===== src/rtl/audio_sample_scheduler_pkg.sv =====
// Shared audio constants, FSM state type and phase-increment helper.
package audio_sample_scheduler_pkg;

    typedef enum logic [1:0] {IDLE, FETCH, FULL} sched_state_e;

    localparam int     AUDIO_BITS_DEF = 12;
    localparam int     ACC_W_DEF      = 24;
    localparam longint SYS_CLK_HZ     = 50_000_000;
    localparam longint SAMPLE_HZ      = 44_100;

    // round(sample_hz * 2^acc_w / clk_hz)
    function automatic int phase_inc_for(input int acc_w, input longint sample_hz,
                                         input longint clk_hz);
        longint num;
        num = sample_hz * (longint'(1) << acc_w);
        return int'((num + clk_hz / 2) / clk_hz);
    endfunction

    localparam int PHASE_INC_DEF = phase_inc_for(ACC_W_DEF, SAMPLE_HZ, SYS_CLK_HZ);

endpackage


===== src/rtl/audio_sample_scheduler_phase_tick.sv =====
// audio_phase_tick: fractional phase accumulator whose carry-out becomes a
// registered one-clk tick; clearing enable zeroes the phase.
module audio_phase_tick
    import audio_sample_scheduler_pkg::*;
#(
    parameter int ACC_W     = ACC_W_DEF,
    parameter int PHASE_INC = PHASE_INC_DEF
) (
    input  logic clk,
    input  logic aclr,
    input  logic enable,
    output logic tick
);

    localparam logic [ACC_W:0] INC = (ACC_W+1)'(PHASE_INC);

    logic [ACC_W-1:0] acc;
    logic [ACC_W:0]   sum;

    assign sum = {1'b0, acc} + INC;

    // A carry landing while enable is low is lost because acc clears.
    always_ff @(posedge clk or posedge aclr) begin
        if (aclr) begin
            acc  <= '0;
            tick <= 1'b0;
        end else if (enable) begin
            acc  <= sum[ACC_W-1:0];
            tick <= sum[ACC_W];
        end else begin
            acc  <= '0;
            tick <= 1'b0;
        end
    end

endmodule


===== src/rtl/audio_sample_scheduler.sv =====
// Stereo PCM sample scheduler: prefetches one sample per tick and presents it to
// the DSM. Optional macro AUDIO_SCHED_UNDERRUN_COUNT_EN adds underrun_count.
module audio_sample_scheduler
    import audio_sample_scheduler_pkg::*;
#(
    parameter int AUDIO_BITS       = AUDIO_BITS_DEF,
    parameter int ACC_W            = ACC_W_DEF,
    parameter int PHASE_INC        = PHASE_INC_DEF,
    parameter bit MUTE_ON_UNDERRUN = 1'b0
) (
    input  logic                  clk,
    input  logic                  aclr,
    input  logic                  enable,
    input  logic                  src_valid,
    output logic                  src_ready,
    input  logic [AUDIO_BITS-1:0] src_left,
    input  logic [AUDIO_BITS-1:0] src_right,
    output logic [AUDIO_BITS-1:0] left_pcm,
    output logic [AUDIO_BITS-1:0] right_pcm,
    output logic                  sample_tick,
    output logic                  underrun
`ifdef AUDIO_SCHED_UNDERRUN_COUNT_EN
    ,
    output logic [15:0]           underrun_count
`endif
);

    localparam logic [AUDIO_BITS-1:0] MUTE_VALUE = {1'b1, {(AUDIO_BITS-1){1'b0}}};

    sched_state_e          state, state_n;
    logic [AUDIO_BITS-1:0] pf_left, pf_right, pf_left_n, pf_right_n;
    logic [AUDIO_BITS-1:0] left_n, right_n;
    logic                  underrun_n;
    logic                  xfer;

    audio_phase_tick #(
        .ACC_W    (ACC_W),
        .PHASE_INC(PHASE_INC)
    ) u_phase_tick (
        .clk   (clk),
        .aclr  (aclr),
        .enable(enable),
        .tick  (sample_tick)
    );

    assign src_ready = (state == FETCH);
    assign xfer      = src_valid & src_ready;

    always_comb begin
        state_n    = state;
        pf_left_n  = pf_left;
        pf_right_n = pf_right;
        left_n     = left_pcm;
        right_n    = right_pcm;
        underrun_n = 1'b0;
        // Dropping enable wins over everything: outputs hold, prefetch is abandoned.
        if (!enable) begin
            state_n = IDLE;
        end else begin
            case (state)
                IDLE: state_n = FETCH;
                FETCH: begin
                    if (sample_tick && xfer) begin
                        left_n  = src_left;
                        right_n = src_right;
                    end else if (sample_tick) begin
                        underrun_n = 1'b1;
                        if (MUTE_ON_UNDERRUN) begin
                            left_n  = MUTE_VALUE;
                            right_n = MUTE_VALUE;
                        end
                    end else if (xfer) begin
                        pf_left_n  = src_left;
                        pf_right_n = src_right;
                        state_n    = FULL;
                    end
                end
                FULL: begin
                    if (sample_tick) begin
                        left_n  = pf_left;
                        right_n = pf_right;
                        state_n = FETCH;
                    end
                end
                default: state_n = IDLE;
            endcase
        end
    end

    always_ff @(posedge clk or posedge aclr) begin
        if (aclr) begin
            state     <= IDLE;
            pf_left   <= MUTE_VALUE;
            pf_right  <= MUTE_VALUE;
            left_pcm  <= MUTE_VALUE;
            right_pcm <= MUTE_VALUE;
            underrun  <= 1'b0;
        end else begin
            state     <= state_n;
            pf_left   <= pf_left_n;
            pf_right  <= pf_right_n;
            left_pcm  <= left_n;
            right_pcm <= right_n;
            underrun  <= underrun_n;
        end
    end

`ifdef AUDIO_SCHED_UNDERRUN_COUNT_EN
    always_ff @(posedge clk or posedge aclr) begin
        if (aclr)
            underrun_count <= '0;
        else if (!enable)
            underrun_count <= '0;
        else if (underrun_n && underrun_count != 16'hFFFF)
            underrun_count <= underrun_count + 16'd1;
    end
`endif

endmodule


===== config.mk =====
export PLATFORM = sky130hd
export DESIGN_NAME = audio_sample_scheduler
export DESIGN_NICKNAME = d
export VERILOG_FILES = /design/src/rtl/audio_sample_scheduler_pkg.sv /design/src/rtl/audio_sample_scheduler_phase_tick.sv /design/src/rtl/audio_sample_scheduler.sv
export SDC_FILE = /design/constraint.sdc
export NUM_CORES = 1
export LEC_CHECK = 0
export CORE_MARGIN = 2
export CORE_UTILIZATION = 30
export DETAILED_ROUTE_END_ITERATION = 7
export GPL_ROUTABILITY_DRIVEN = 0
export PLACE_DENSITY = 0.53
export SYNTH_ARGS = -nofsm -noshare
export SYNTH_HDL_FRONTEND = slang
export SYNTH_SLANG_ARGS = --single-unit

===== constraint.sdc =====
create_clock -name clk -period 3.5 [get_ports clk]
set_clock_uncertainty 0.05 [all_clocks]
set_input_delay 0.7 -clock clk [delete_from_list [all_inputs] [get_ports clk]]
set_output_delay 0.7 -clock clk [all_outputs]
set_load 0.01 [all_outputs]

; ---- After elaboration in Yosys (flattened, before gate mapping)
; Cells that the tools add are included.
[word_totals]
output_inout_bits = 27
latchBits = 0
regBits = 76
ram_bits = 0
rom_bits = 0
in_bits = 28
n_memories = 0
word_cells = 44
[classes]
shifts = 0
reduce_logical = 6
order_cmp = 0
div = 0
n_mul = 0
n_mux = 18
eq_ne = 8
n_addsub = 1
bitwise = 3
[op_table]
columns = operator, n
row1 = $mux W12, 4
row2 = $pmux W12 S2, 2
row3 = $add A24 B14 Y25 const B, 1
row4 = $mux W24, 1
row5 = $mux W2, 5
row6 = $reduce_and A4 Y1, 2
row7 = $ne A3 B2 Y1 const B, 2
row8 = $ne A3 B3 Y1 const B, 2
row9 = $pmux W2 S3, 1
row10 = $mux W1, 5
row11 = $reduce_and A5 Y1, 1
row12 = $ne A2 B1 Y1 const B, 2
row13 = $eq A2 B1 Y1 const B, 1
row14 = $eq A2 B2 Y1 const B, 1
row15 = $logic_not A2 Y1, 1
row16 = $not A1 Y1, 2
row17 = $reduce_bool A2 Y1, 1
row18 = $and A1 B1 Y1, 1
row19 = $logic_and A1 B1 Y1, 1

; ---- Longest topological paths before layout
[logic_depth]
depth_word = 7
depth_mapped = 9
mapped_depth_nobuf = 7

; ---- Hierarchy
; From an unflattened synthesis, not the netlist that was laid out.
[hier_totals]
hier_cells = 303
hier_area_um2 = 3562.2
[modules_own_cells]
columns = module, instances, cells_each, seq_area_each_um2, area_each_um2
row1 = audio_sample_scheduler, 1, 186, 1281.2, 2391.0
row2 = audio_phase_tick, 1, 117, 600.6, 1171.1

; ---- Worst setup path before layout
; Ideal clock, no wire load.
[synth_timing]
path_type = reg-to-reg
startpoint = register state[1]
endpoint = register left_pcm[10]
n_path_buf = 2
setup_slack_ns = 1.563
arrival_ns = 1.763
path_stages_with_launch = 10
period_less_slack_ns = 1.937
setup_ns = 0.125
required_ns = 3.325
path_cell_list = dfrtp_1 -> inv_1 -> ha_1 -> inv_1 -> o21ai_0 -> o21ai_0 -> and3_1 -> buf_2 -> buf_2 -> mux2_2
[synth_via]
elab_chain_len = 5
elab_cells_between_ends = 9
classes_between = 4 x eq/ne / 1 x mux / 1 x bitwise / 3 x reduce/logical
[synth_rtl]
columns = element, line
row1 = start: declaration, audio_sample_scheduler.sv:30  ; sched_state_e state, state_n;
row2 = start signal: assignment, audio_sample_scheduler.sv:99  ; state <= state_n;
row3 = $eq A2 B1 Y1 *, audio_sample_scheduler.sv:46  ; assign src_ready = (state == FETCH);
row4 = named net src_ready, audio_sample_scheduler.sv:15  ; output logic src_ready,
row5 = $and A1 B1 Y1, audio_sample_scheduler.sv:47  ; assign xfer = src_valid & src_ready;
row6 = $logic_and A1 B1 Y1, audio_sample_scheduler.sv:63  ; if (sample_tick && xfer) begin
row7 = $ne A2 B1 Y1 (no source line), n/a
row8 = $reduce_and A4 Y1 (no source line), n/a
row9 = end signal: assignment, audio_sample_scheduler.sv:102  ; left_pcm <= left_n;
row10 = end: declaration, audio_sample_scheduler.sv:18  ; output logic [AUDIO_BITS-1:0] left_pcm,
; Mark *: on every way through the listed nets, which the timed path passes. The rest lies on a longest branch.
; A chain may end at the register's enable or synchronous reset.

; ---- Final worst setup path
[layout_timing]
startpoint = register state[1]
endpoint = output src_ready
[layout_via]
elab_chain_len = 1
[layout_rtl]
columns = element, line
row1 = $eq A2 B1 Y1, audio_sample_scheduler.sv:46
row2 = end: declaration, audio_sample_scheduler.sv:15
; Every way passes these cells.

==> impl_metrics.csv <==
group,metric,value,unit
pwr,sw_frac_of_total,27.0,%
outcome,status,"completed",
final_layout,layout-drive-gt1-share,30.7,%
sta,fin_ws,1150,ps
global_route,antenna_found_initial,0,
floorplan,start_util,30.5,%
final_layout,area_growth,30.4,%
cts,postCtsSetupBuffers,0,
pwr,p_clk_share,30.5,%
routing,first_iter_violations,58,
setup_path,path_max_fanout,5,
setup_path,critical_path_class,"register to output port",
cts,clock_latency,330,ps
routing,drc_errors,0,
final_layout,final_cell_area,4500,um^2
pwr,peakVddDrop,302,uV
setup_path,crit_start,"state[1]$_DFFE_PP0P_",
placement,dp_hpwl,4.26,mm
global_route,track_usage,11.7,%
logic_synthesis,synth_fp_nets,299,
cts,cts_tree,"done",
floorplan,die-area,12400,um^2
min_path,hp-class,"register to register",
final_layout,nFillCells,1116,
placement,dp_slack,1090,ps
logic_synthesis,yosysTopAreaCellShare,51.5,%
pwr,p_leak,1.88,nW
final_layout,layout_commonest_cell,"mux2_2",
pwr,power_frac_seq,41.4,%
sta,finalSetupViolCount,0,
logic_synthesis,ys.flop_type,"dfrtp_1",
setup_path,worstPathRequired,2750,ps
routing,routed_via_density,4.61,
routing,num_vias,2188,
logic_synthesis,yosys.area.top_type,"dfrtp_1",
setup_path,critPathLaunchType,"register",
logic_synthesis,syn_avg_cell_area,12.9,um^2
floorplan,num_rows,39,
setup_path,crit_arrival,1600,ps
final_layout,antenna_cells,0,
min_path,hold_start,"pf_right[9]$_DFFE_PP0P_",
logic_synthesis,syn-cell-area,3450,um^2
logic_synthesis,yosysWarnings,0,
run,max_cap_violations,0,
global_route,grt_start_max_net_pins,36,
pwr,power.total,3.34,mW
pwr,pwr-share-comb,28.0,%
global_route,grt_pass1_wl,11.6,mm
sta,fmax,426,MHz
routing,wl,6.64,mm
logic_synthesis,synthDistinctLibCells,37,
floorplan,die_h,111,um
sta,worst_pin_slew,748,ps
final_layout,fin_nets,359,
sta,worst_hold_slack,452,ps
logic_synthesis,postSynthCellCount,267,
setup_path,r2r_start,"state[1]$_DFFE_PP0P_",
sta,hold_violations,0,
cts,numCtsBuffers,9,
logic_synthesis,ys_top_cells_by_area,"dfrtp_1 (52%), mux2_2 (24%), dfstp_2 (3.0%)",
routing,firstDrtPassIters,4,
cts,clk_pin_slew,60,ps
routing,wire_per_inst,14.0,um
placement,port_buffers,54,
cts,cts_sinks,75,
global_route,first_global_vias,2272,
sta,tns,0,ps
setup_path,cp-end-kind,"output port",
cts,clockBufferDepth,2,
final_layout,layout_common_cells,"mux2_2 (72), dfrtp_1 (71), clkdlybuf4s50_1 (54)",
logic_synthesis,yosys_register_bits,75,
pwr,switching_power,0.903,mW
pwr,intPower,2.44,mW
placement,place_area,4170,um^2
global_route,grt_overflow,0,
final_layout,fin_util,39.7,%
sta,post-route-period-util,67.1,%
floorplan,dieWidth,111,um
sta,finalMaxSlewViolations,0,
cts,cts_resized,0,
sta,maxSlewHeadroom,50.0,%
sta,rsz0062_at_grt,"false",
logic_synthesis,async_flop_share,100,%
routing,ant_nets,0,
floorplan,io_pins,55,
placement,dp_cells,459,
logic_synthesis,synth_edf_count,0,
cts,cts_root_buf,"clkbuf_16",
floorplan,fp.coreArea,11300,um^2
sta,post-route-min-period,2350,ps
cts,hold_buffers,0,
final_layout,fin_cells,475,
pwr,power_per_cell_area,742,nW/um^2
cts,cts.htree.levels,3,
logic_synthesis,synth_seq_area_share,54.6,%
Yosys cell counts, types with 3 or more instances:
cell       n
nor2_1     4
clkbuf_1   6
a21boi_0   5
mux2_2    72
and2_1    14
ha_1       4
inv_1      6
xnor2_1    7
nor2b_1    4
nand2_1   13
o21ai_0    7
xor2_1     7
buf_2      5
nand4_1    3
dfstp_2    4
or3_1      3
nor3_1     3
a21oi_1    4
nand2b_1   5
dfrtp_1   71
layer usage:
layer	GRT usage, %	part of all wire (%)	vias up
li1	-	-	1059
met1	15.8	49	1089
met2	17.8	47	35
met3	3.61	3.6	5
met4	3.70	1.0	0
met5	0	0	-
worst max-delay path: stages, from the launching register on:
cell             delay (ps)
dfrtp_1                 380
inv_1                   110
ha_1                    230
clkdlybuf4s50_1         560
area by class of cell:
class	instances	area, um^2	area share, %
clock buffer	9	225	5.01
tap	143	179	3.98
inverter	6	22.5	0.501
clock inverter	7	108	2.39
sequential	75	1880	41.8
timing repair buffer	60	586	13.0
multi-input combinational	175	1500	33.3
registers in the layout, indices dropped and copies added, names as in the netlist:
register and cells:
left_pcm 12, pf_left 12, pf_right 12, right_pcm 12, state 2, u_phase_tick.acc 23
u_phase_tick.tick 1, underrun 1
power groups by stage:
stage / Combinational, mW / Clock, mW / Sequential [mW]
2_1_floorplan: 0.477 / 0 / 1.43
3_3_place_gp: 0.933 / 0 / 1.40
3_5_place_dp: 0.949 / 0 / 1.40
4_1_cts: 0.957 / 1.06 / 1.39
5_1_grt: 1.02 / 1.10 / 1.44
6_report: 0.936 / 1.02 / 1.38
worst paths after layout:
check | endpoint | depth (start not counted) | slack, ps
setup / recovery | src_ready | 3 | 1150
hold / removal | pf_right[9]$_DFFE_PP0P_ | 1 | 450
setup reg to reg | left_pcm[8]$_DFFE_PP0P_ | 8 | 1470
hold reg to reg | pf_right[9]$_DFFE_PP0P_ | 1 | 450
max in group asynchronous | left_pcm[11]$_DFFE_PP1P_ | 3 | 1780
min in group asynchronous | u_phase_tick.acc[2]$_DFF_PP0_ | 2 | 770
cell families (layout without fill, tap and decap cells):
family	Yosys count	in the layout	share of synthesized area, %
AO/OA/AOI/OAI	25	25	4.97
flip-flops	75	75	54.6
XOR/XNOR	14	14	3.55
adder cells (fa/ha/maj)	4	4	1.45
AND/OR/NAND/NOR	59	59	9.65
multiplexers	73	73	23.8
buffers and inverters	17	82	2.03
Power figures use the tool's default switching activity.
